**src/rtl/instr_mem_loader.sv**
```systemverilog
// Byte-stream loader that assembles big-endian 32-bit words and writes them to instruction memory.
// Optional trailing XOR checksum word enabled by defining LOADER_CHECKSUM_EN.
module instr_mem_loader #(
  parameter int ADDR_WIDTH = 5,
  parameter int NUM_WORDS  = 32
) (
  input  logic                  clk,
  input  logic                  reset,
  input  logic                  start,
  input  logic [ADDR_WIDTH:0]   load_len,
  input  logic [7:0]            byte_in,
  input  logic                  byte_valid,
  output logic                  byte_ready,
  output logic                  mem_we,
  output logic [ADDR_WIDTH-1:0] mem_addr,
  output logic [31:0]           mem_wdata,
  output logic                  busy,
  output logic                  done,
  output logic [ADDR_WIDTH:0]   words_loaded,
  output logic                  error
);

  typedef enum logic [2:0] {
    S_IDLE,
    S_RECV,
    S_WRITE,
`ifdef LOADER_CHECKSUM_EN
    S_CKSUM,
`endif
    S_DONE
  } state_t;

`ifdef LOADER_CHECKSUM_EN
  localparam state_t S_FINAL = S_CKSUM;
`else
  localparam state_t S_FINAL = S_DONE;
`endif

  localparam logic [ADDR_WIDTH:0] MAX_LEN = (ADDR_WIDTH+1)'(NUM_WORDS);

  state_t                state, next;
  logic [ADDR_WIDTH:0]   len, len_clamp;
  logic [ADDR_WIDTH-1:0] addr;
  logic [1:0]            idx;
  logic [31:0]           word;
  logic                  rx, start_ok, last_word;

  assign rx        = byte_valid & byte_ready;
  assign start_ok  = start & ((state == S_IDLE) | (state == S_DONE));
  assign last_word = ({1'b0, addr} == len - 1'b1);
  assign len_clamp = (load_len > MAX_LEN) ? MAX_LEN : load_len;
  assign mem_addr  = addr;
  assign mem_wdata = word;

  always_ff @(posedge clk or posedge reset)
    if (reset) state <= S_IDLE;
    else       state <= next;

  always_comb begin
    next = state;
    case (state)
      S_IDLE, S_DONE:
        if (start) next = (len_clamp == '0) ? S_FINAL : S_RECV;
      S_RECV:
        if (rx && idx == 2'd3) next = S_WRITE;
      S_WRITE:
        next = last_word ? S_FINAL : S_RECV;
`ifdef LOADER_CHECKSUM_EN
      S_CKSUM:
        if (rx && idx == 2'd3) next = S_DONE;
`endif
      default: next = S_IDLE;
    endcase
  end

  always_comb begin
    byte_ready = 1'b0;
    mem_we     = 1'b0;
    busy       = 1'b0;
    done       = 1'b0;
    case (state)
      S_RECV:  begin byte_ready = 1'b1; busy = 1'b1; end
      S_WRITE: begin mem_we = 1'b1; busy = 1'b1; end
`ifdef LOADER_CHECKSUM_EN
      S_CKSUM: begin byte_ready = 1'b1; busy = 1'b1; end
`endif
      S_DONE:  done = 1'b1;
      default: ;
    endcase
  end

  // Bytes shift in from the bottom so the first byte ends up in [31:24].
  always_ff @(posedge clk or posedge reset)
    if (reset) begin
      len          <= '0;
      addr         <= '0;
      idx          <= '0;
      word         <= '0;
      words_loaded <= '0;
    end else begin
      if (start_ok) begin
        len          <= len_clamp;
        addr         <= '0;
        idx          <= '0;
        words_loaded <= '0;
      end
      if (rx) begin
        word <= {word[23:0], byte_in};
        idx  <= idx + 2'd1;
      end
      if (state == S_WRITE) begin
        words_loaded <= words_loaded + 1'b1;
        if (!last_word) addr <= addr + 1'b1;
      end
    end

`ifdef LOADER_CHECKSUM_EN
  logic [31:0] acc;
  logic        err_q;

  always_ff @(posedge clk or posedge reset)
    if (reset) begin
      acc   <= '0;
      err_q <= 1'b0;
    end else begin
      if (start_ok) begin
        acc   <= '0;
        err_q <= 1'b0;
      end
      if (state == S_WRITE) acc <= acc ^ word;
      if (state == S_CKSUM && rx && idx == 2'd3)
        err_q <= ({word[23:0], byte_in} != acc);
    end

  assign error = err_q;
`else
  assign error = 1'b0;
`endif

endmodule

```
**config.mk**
```make
export PLATFORM = sky130hd
export DESIGN_NAME = instr_mem_loader
export DESIGN_NICKNAME = d
export VERILOG_FILES = /design/src/rtl/instr_mem_loader.sv
export SDC_FILE = /design/constraint.sdc
export NUM_CORES = 1
export LEC_CHECK = 0
export ABC_AREA = 1
export CAP_MARGIN = 20
export CORE_UTILIZATION = 45
export DETAILED_ROUTE_END_ITERATION = 8
export MAX_ROUTING_LAYER = met4
export PLACE_DENSITY = 0.77
export SLEW_MARGIN = 30
export SYNTH_ARGS = -nofsm -noshare
export SYNTH_HDL_FRONTEND = slang
export SYNTH_SLANG_ARGS = --single-unit
```
**constraint.sdc**
```tcl
create_clock -name clk -period 1.9 [get_ports clk]
set_input_delay 0.38 -clock clk [delete_from_list [all_inputs] [get_ports clk]]
set_output_delay 0.38 -clock clk [all_outputs]
set_load 0.05 [all_outputs]
```
**Word level (Yosys, flattened, before mapping)**

Cells that the tools add are included.
W data, S select, Z words.

- Add/sub/neg operators: 4
- Order comparisons: 1
- Equal/unequal tests: 7
- Mux-type cells: 17
- Bitwise operators: 3
- Reduce and logical (&&, ||, !) cells: 8

Operator list:

| cell | number |
|---|---|
| $mux W6 | 3 |
| $mux W5 | 3 |
| $pmux W3 S3 | 1 |
| $mux W2 | 4 |
| $add A6 B1 Y6 const B | 1 |
| $eq A3 B2 Y1 const B | 2 |
| $eq A5 B6 Y1 | 1 |
| $gt A6 B6 Y1 const B | 1 |
| $logic_not A6 Y1 | 1 |
| $mux W3 | 2 |
| $sub A6 B1 Y6 const B | 1 |
| $add A5 B1 Y5 const B | 1 |
| $mux W1 | 4 |
| $ne A2 B2 Y1 const B | 2 |
| $reduce_bool A2 Y1 | 2 |
| $reduce_or A2 Y1 | 2 |
| $eq A3 B1 Y1 const B | 1 |
| $logic_not A3 Y1 | 1 |
| $add A2 B1 Y2 const B | 1 |
| $and A1 B1 Y1 | 2 |
| $eq A2 B2 Y1 const B | 1 |
| $reduce_and A2 Y1 | 1 |
| $logic_and A1 B1 Y1 | 1 |
| $or A1 B1 Y1 | 1 |

- Flip-flop bits (word level): 54
- Input port bits: 18
- Output and inout bits: 48
- Word-level logic and storage cells: 46

**Depth between registers and ports, before layout**

Gate-level depths: netlist (run 1).

- Depth in word-level cells: 6
- Mapped depth: 12
- Depth with buffers taken out: 12

**Worst setup path before layout (run 1)**

No wires, ideal clock.

- Kind: register to register
- Start: register state[1]
- End: register word[11] (netlist: mem_wdata[11])
- Setup time: 0.130 ns
- Arrival time: 1.668 ns
- Data required time: 1.770 ns
- Setup slack: 0.102 ns
- Cell stages (with the launch flop): 8
- Path buffers: 2
- Period minus slack after synthesis: 1.798 ns
- Cells stage by stage: dfrtp_1 inv_1 ha_1 nand2_1 buf_2 clkbuf_1 nand2_1 o21ai_0

- Cells in the longest elaborated chain, start to end: 3

Ends and longest elaborated chain:

| what | RTL line | RTL |
|---|---|---|
| start, declared | 41 | `state_t state, next;` |
| start signal, assigned | 57 | `else state <= next;` |
| $eq A3 B1 Y1 | 81 | `case (state)` |
| $mux W1 | 81 |  |
| via byte_ready | 13 | `output logic byte_ready,` |
| $and A1 B1 Y1 | 48 | `assign rx = byte_valid & byte_ready;` |
| end signal, assigned | 108 | `word <= {word[23:0], byte_in};` |
| end, declared | 45 | `logic [31:0] word;` |

The timed path passes the listed nets, and every way through them passes these cells.
A chain may end at the register's enable or synchronous reset.

**Worst setup path in the final report (run 1)**

- Start: register word[2] (netlist: mem_wdata[2])
- End: output port mem_wdata[2]

RTL lines:

| what | RTL line | RTL |
|---|---|---|
| end, declared | 16 | `output logic [31:0] mem_wdata,` |

No word-level cell between the ends.

==> results of run 1 <==
==> state kept, by name (all words and copies together), names as in the netlist <==
signal	flops
idx	2
len	6
mem_addr	5
mem_wdata	32
state	2
words_loaded	6
==> layout make-up <==
cell class                 instances  area (um^2)  share of cell area (%)
timing repair buffer              71          698                    21.1
sequential                        53         1330                    40.1
inverter                          36          135                    4.08
multi-input combinational        185          947                    28.6
clock buffer                       7         86.3                    2.61
clock inverter                     1         30.0                   0.907
tap                               70         87.6                    2.64
==> cell families after synthesis <==
kind of cell,Yosys count,share of synthesized area [%]
AND/OR/NAND/NOR,119,21.3
adder cells (fa/ha/maj),8,4.08
AO/OA/AOI/OAI,53,11.5
flip-flops,53,54.0
XOR/XNOR,4,1.43
other,1,0.153
buffers and inverters,45,7.54
==> stage by stage <==
| step | worst slack (ps) | utilization [%] | hold slack [ps] | cell area [um^2] |
|---|---|---|---|---|
| 6_report | 43.6 | 64.0 | 402 | 3310 |
| 5_1_grt | 2.56 | 64.0 | 420 | 3310 |
| 4_1_cts | 9.61 | 63.8 | 406 | 3300 |
| 3_5_place_dp | 147 | 61.5 | 473 | 3180 |
| 3_3_place_gp | 247 | 61.5 | 466 | 3180 |
| 2_1_floorplan | 102 | - | 468 | 2460 |
==> cells in the mapped netlist, types with 2 or more instances <==
| cell type | instances | share of area [%] |
|---|---|---|
| nor2_2 | 4 | 1.0 |
| o211ai_1 | 2 | 0.61 |
| dfrtp_1 | 53 | 54 |
| o21ai_0 | 30 | 6.1 |
| nand3_1 | 25 | 5.1 |
| nor2_1 | 27 | 4.1 |
| xor2_1 | 3 | 1.1 |
| inv_2 | 2 | 0.31 |
| nand4_1 | 3 | 0.76 |
| clkbuf_1 | 4 | 0.61 |
| ha_1 | 8 | 4.1 |
| buf_2 | 2 | 0.41 |
| nand2_1 | 51 | 7.8 |
| nand2_2 | 2 | 0.51 |
| a21oi_1 | 18 | 3.7 |
| nor3_1 | 2 | 0.41 |
| or2_2 | 2 | 0.51 |
| inv_1 | 34 | 5.2 |
==> per-layer routing <==
layer	routed length, um	global-route usage [%]	part of all wire [%]	up-vias
met3	287	5.82	5.7	6
li1	-	-	-	1046
met5	0	-	0	-
met2	2460	32.0	49	47
met4	48	4.94	0.95	0
met1	2240	24.4	44	949
==> how the worst max path moves through the flow <==
stage	slack, ps	startpoint	depth (start not counted)	endpoint
finish	40	mem_wdata[2]$_DFFE_PP0P_	1	mem_wdata[2]
global route	3	mem_wdata[29]$_DFFE_PP0P_	1	mem_wdata[29]
floorplan	100	state[1]$_DFFE_PP0P_	7	mem_wdata[11]$_DFFE_PP0P_
CTS	10	mem_wdata[14]$_DFFE_PP0P_	1	mem_wdata[14]
detailed placement	150	load_len[0]	5	len[0]$_DFFE_PP0P_
global placement	250	start	5	words_loaded[2]$_DFFE_PP0P_
==> results.sh, run 1 <==
export IMPL_crit_buf_inv=1
export IMPL_ys_warn_count=0
export IMPL_final_cell_mix="52 x dfrtp_1, 50 x nand2_1, 33 x inv_1"
export IMPL_min_period_ps=1860
export IMPL_setup_viol=0
export IMPL_final_nets=378
export IMPL_ys_types=29
export IMPL_synth_nets=309
export IMPL_worstMarginPinSlew_ps=515
export IMPL_drc_errors=0
export IMPL_fin_skew_ps=4.50
export IMPL_root_buffer="clkbuf_8"
export IMPL_dieArea_um2=5760
export IMPL_postCtsSetupBuffers=0
export IMPL_synthArstFlopShare_pct=100
export IMPL_cp_slowest_cell="clkdlybuf4s50_1"
export IMPL_finalWeightedCongestion=0.890
export IMPL_fin_crit_sh_pct=97.7
export IMPL_hold_path_class="primary input to asynchronous set/reset pin"
export IMPL_die_height_um=75.9
export IMPL_grt_pass1_wl_mm=8.28
export IMPL_slowest_delay_ps=810
export IMPL_cts_inserted_buffers=5
export IMPL_layout_cells_non_filler=423
export IMPL_hpwl_mm=3.76
export IMPL_yosysSeqAreaShare_pct=54.0
export IMPL_syn_area_um2=2460
export IMPL_rsz0062_at_grt="false"
export IMPL_coreArea_um2=5170
export IMPL_cap_violations=0
export IMPL_critPathCaptureType="output pin"
export IMPL_hold_violations=0
export IMPL_tritoncts="done"
export IMPL_synth_edf_count=0
export IMPL_track_usage_pct=19.8
export IMPL_grt_max_degree=40
export IMPL_setup_worst_path_start_class="flip-flop"
export IMPL_cp_data_required_time_ps=1520
export IMPL_wire_per_inst_um=11.9
export IMPL_drt_iter0_drc=71
export IMPL_routed_wl_mm=5.03
export IMPL_drive_gt1_share_pct=16.1
export IMPL_cts_htree_levels=2
export IMPL_drv_slew=0
export IMPL_r2r_cells=12
export IMPL_syn_area_per_cell_um2=8.68
export IMPL_start_util_pct=47.5
export IMPL_netlist_instances=283
export IMPL_grt_overflow_total=0
export IMPL_io_buffers=64
export IMPL_dp_cells=415
export IMPL_path_cells="clkdlybuf4s50_1"
export IMPL_max_slew_margin_pct=65.6
export IMPL_antenna_cells=0
export IMPL_r2r_end="mem_addr[1]$_DFF_PP0_"
export IMPL_synth_seq_cells=53
export IMPL_max_freq_mhz=539
export IMPL_drt_first_pass_iters=4
export IMPL_fin_setup_tns_ps=0
export IMPL_clock_latency_ps=300
export IMPL_critical_path_class="flip-flop to output pin"
export IMPL_status="completed"
export IMPL_cts_resized=0
export IMPL_die_w_um=75.9
export IMPL_clock_sinks=53
export IMPL_rrSetupSlack_ps=270
export IMPL_ios=66
export IMPL_final_common_cell="dfrtp_1"
export IMPL_crit_fanout=2
export IMPL_cp_top_family="buffers and inverters"
export IMPL_arrival_ps=1480
export IMPL_grt_pass1_vias=1865
export IMPL_area_growth_pct=34.8
export IMPL_antenna_found_initial=0
export IMPL_clk_path_buf_depth=2
export IMPL_detail_route_antenna_nets=0
export IMPL_vias=2048
export IMPL_clk_pin_slew_ps=90
export IMPL_ys_flop_type="dfrtp_1"
export IMPL_cts_hold_buf=0
export IMPL_num_rows=26
export IMPL_r2r_start="len[0]$_DFFE_PP0P_"
export IMPL_n_fill_cell=460
export IMPL_vias_per_cell=4.84
Power of run 1 is left out: the tool's default activity adds up to more than one toggle a clock period on the data nets, which glitch-free logic cannot reach.
==> inputs of run 2 (changes only) <==
--- a/config.mk
+++ b/config.mk
@@ -7,10 +7,11 @@
 export LEC_CHECK = 0
 export ABC_AREA = 1
 export CAP_MARGIN = 20
-export CORE_UTILIZATION = 45
+export CORE_UTILIZATION = 44
 export DETAILED_ROUTE_END_ITERATION = 8
 export MAX_ROUTING_LAYER = met4
-export PLACE_DENSITY = 0.77
+export PLACE_DENSITY = 0.76
+export SKIP_CTS_REPAIR_TIMING = 1
 export SLEW_MARGIN = 30
 export SYNTH_ARGS = -nofsm -noshare
 export SYNTH_HDL_FRONTEND = slang
==> constraint.sdc (replaced) <==
create_clock -name clk -period 1.9 [get_ports clk]
set_input_delay 0.38 -clock clk [delete_from_list [all_inputs] [get_ports clk]]
set_output_delay 0.38 -clock clk [all_outputs]
set_load 0.005 [all_outputs]
==> run 2 against run 1 <==
Effect of this change: design area increased by 0.83%; flip-flop and latch count unchanged; hold slack got worse by 19 ps; register-to-register slack about the same; fmax increased by 2.7%; non-clock buffer count increased by 2.
==> results.sh, run 2 (synthesized netlist as in run 1, its figures left out) <==
export IMPL_register_area_um2=1330
export IMPL_die_w_um=76.7
export IMPL_dieArea_um2=5890
export IMPL_coreArea_um2=5240
export IMPL_drt_iter0_drc=92
export IMPL_final_common_cell="clkdlybuf4s50_1"
export IMPL_vias_per_cell=4.82
export IMPL_total_power_w=0.00516
export IMPL_powerDensity_nw_per_um2=1540
export IMPL_die_height_um=76.7
export IMPL_grt_max_degree=35
export IMPL_wire_per_inst_um=11.5
export IMPL_crit_buf_inv=2
export IMPL_cp_slowest_cell="clkdlybuf4s50_1"
export IMPL_ios=66
export IMPL_drive_gt1_share_pct=9.32
export IMPL_vias=2045
export IMPL_final_nets=380
export IMPL_path_cells="buf_4, ha_4, clkdlybuf4s50_1"
export IMPL_cts_inserted_buffers=5
export IMPL_routed_wl_mm=4.90
export IMPL_final_cell_mix="61 x clkdlybuf4s50_1, 53 x dfrtp_1, 50 x nand2_1"
export IMPL_drt_first_pass_iters=4
export IMPL_p_leak_nw=1.63
export IMPL_n_fill_cell=460
export IMPL_layout_cells_non_filler=424
export IMPL_ir_drop_v=0.000814
export IMPL_min_period_ps=1810
export IMPL_grt_pass1_vias=1964
export IMPL_crit_fanout=3
export IMPL_clock_sinks=53
export IMPL_final_core_util_pct=63.8
export IMPL_tritoncts="done"
export IMPL_fin_skew_ps=5.73
export IMPL_max_freq_mhz=553
export IMPL_antenna_cells=0
export IMPL_cp_top_family="buffers and inverters"
export IMPL_track_usage_pct=18.7
export IMPL_detail_route_antenna_nets=0
export IMPL_grt_pass1_wl_mm=8.64
export IMPL_finalWeightedCongestion=0.845
export IMPL_hold_violations=0
export IMPL_start_util_pct=46.9
export IMPL_area_growth_pct=36.0
export IMPL_r2r_start="len[0]$_DFFE_PP0P_"
export IMPL_num_rows=26
export IMPL_clk_path_buf_depth=2
export IMPL_drv_slew=0
export IMPL_io_buffers=64
export IMPL_rsz0062_at_grt="false"
export IMPL_clk_pin_slew_ps=90
export IMPL_r2r_cells=12
export IMPL_multi_input_area_um2=960
export IMPL_root_buffer="clkbuf_8"
export IMPL_fin_setup_tns_ps=0
export IMPL_critPathCaptureType="output pin"
export IMPL_fin_crit_sh_pct=95.2
export IMPL_clock_latency_ps=300
export IMPL_cp_data_required_time_ps=1520
export IMPL_critical_path_class="flip-flop to output pin"
export IMPL_setup_worst_path_start_class="flip-flop"
export IMPL_cts_htree_levels=2
export IMPL_r2r_end="mem_addr[0]$_DFF_PP0_"
export IMPL_largest_reg_flops=32
export IMPL_hpwl_mm=3.67
export IMPL_slowest_delay_ps=430
export IMPL_antenna_found_initial=0
export IMPL_grt_overflow_total=0
export IMPL_hold_path_class="primary input to asynchronous set/reset pin"
export IMPL_rrSetupSlack_ps=260
export IMPL_setup_viol=0
export IMPL_dp_cells=415
export IMPL_status="completed"
export IMPL_place_area_um2=3210
export IMPL_arrival_ps=1430
export IMPL_crit_path_start="state[1]$_DFFE_PP0P_"
export IMPL_final_area_um2=3340
export IMPL_cap_violations=0
export IMPL_drc_errors=0
## run 2: cell count changes in the layout (fill, tap and decap cells not counted), sizes merged
| cell | previous run | this run |
|---|---|---|
| buf | 35 | 9 |
| bufinv | 1 | 0 |
| clkbuf | 7 | 6 |
| clkdlybuf4s50 | 31 | 61 |
| clkinvlp | 0 | 1 |
| dlymetal6s2s | 5 | 3 |
## run 2: how the worst max path moves through the flow
stage | endpoint | slack, ps | depth (start not counted)
floorplan | idx[0]$_DFFE_PP0P_ | 230 | 1
global placement | busy | 150 | 4
detailed placement | busy | 90 | 4
CTS | busy | -240 | 4
global route | mem_we | 40 | 3
finish | mem_we | 90 | 3
## run 2: cell type report
cell class | instances | area share (%)
flip-flops and latches | 53 | 39.7
multi-input cells | 185 | 28.7
repair buffers | 73 | 22.2
inverters | 36 | 4.05
well taps | 70 | 2.62
clock buffers | 6 | 2.47
clock inverters | 1 | 0.225
## run 2: metrics by stage
step | setup slack, ps | hold slack [ps]
final | 91.8 | 383
after global routing | 36.9 | 425
after CTS | -243 | 389
after detailed placement | 88.3 | 472
after global placement | 149 | 465
after floorplan | 234 | 468
## run 2: report_power, final
part	internal [W]	total [W]	switching (W)
clock	0.000289	0.000650	0.000361
sequential	0.00161	0.00195	0.000343
combinational	0.00136	0.00256	0.00120
## run 2: layer usage
layer / global-route usage, % / share of wire (%) / wire, um / vias to the layer above
met3: 6.07 / 7.8 / 384 / 4
met2: 30.2 / 46 / 2250 / 58
met4: 4.04 / 0.74 / 36 / 0
li1: - / - / - / 1055
met5: - / 0 / 0 / -
met1: 22.8 / 46 / 2230 / 928
Note: power is estimated with default switching activity, not from simulation.
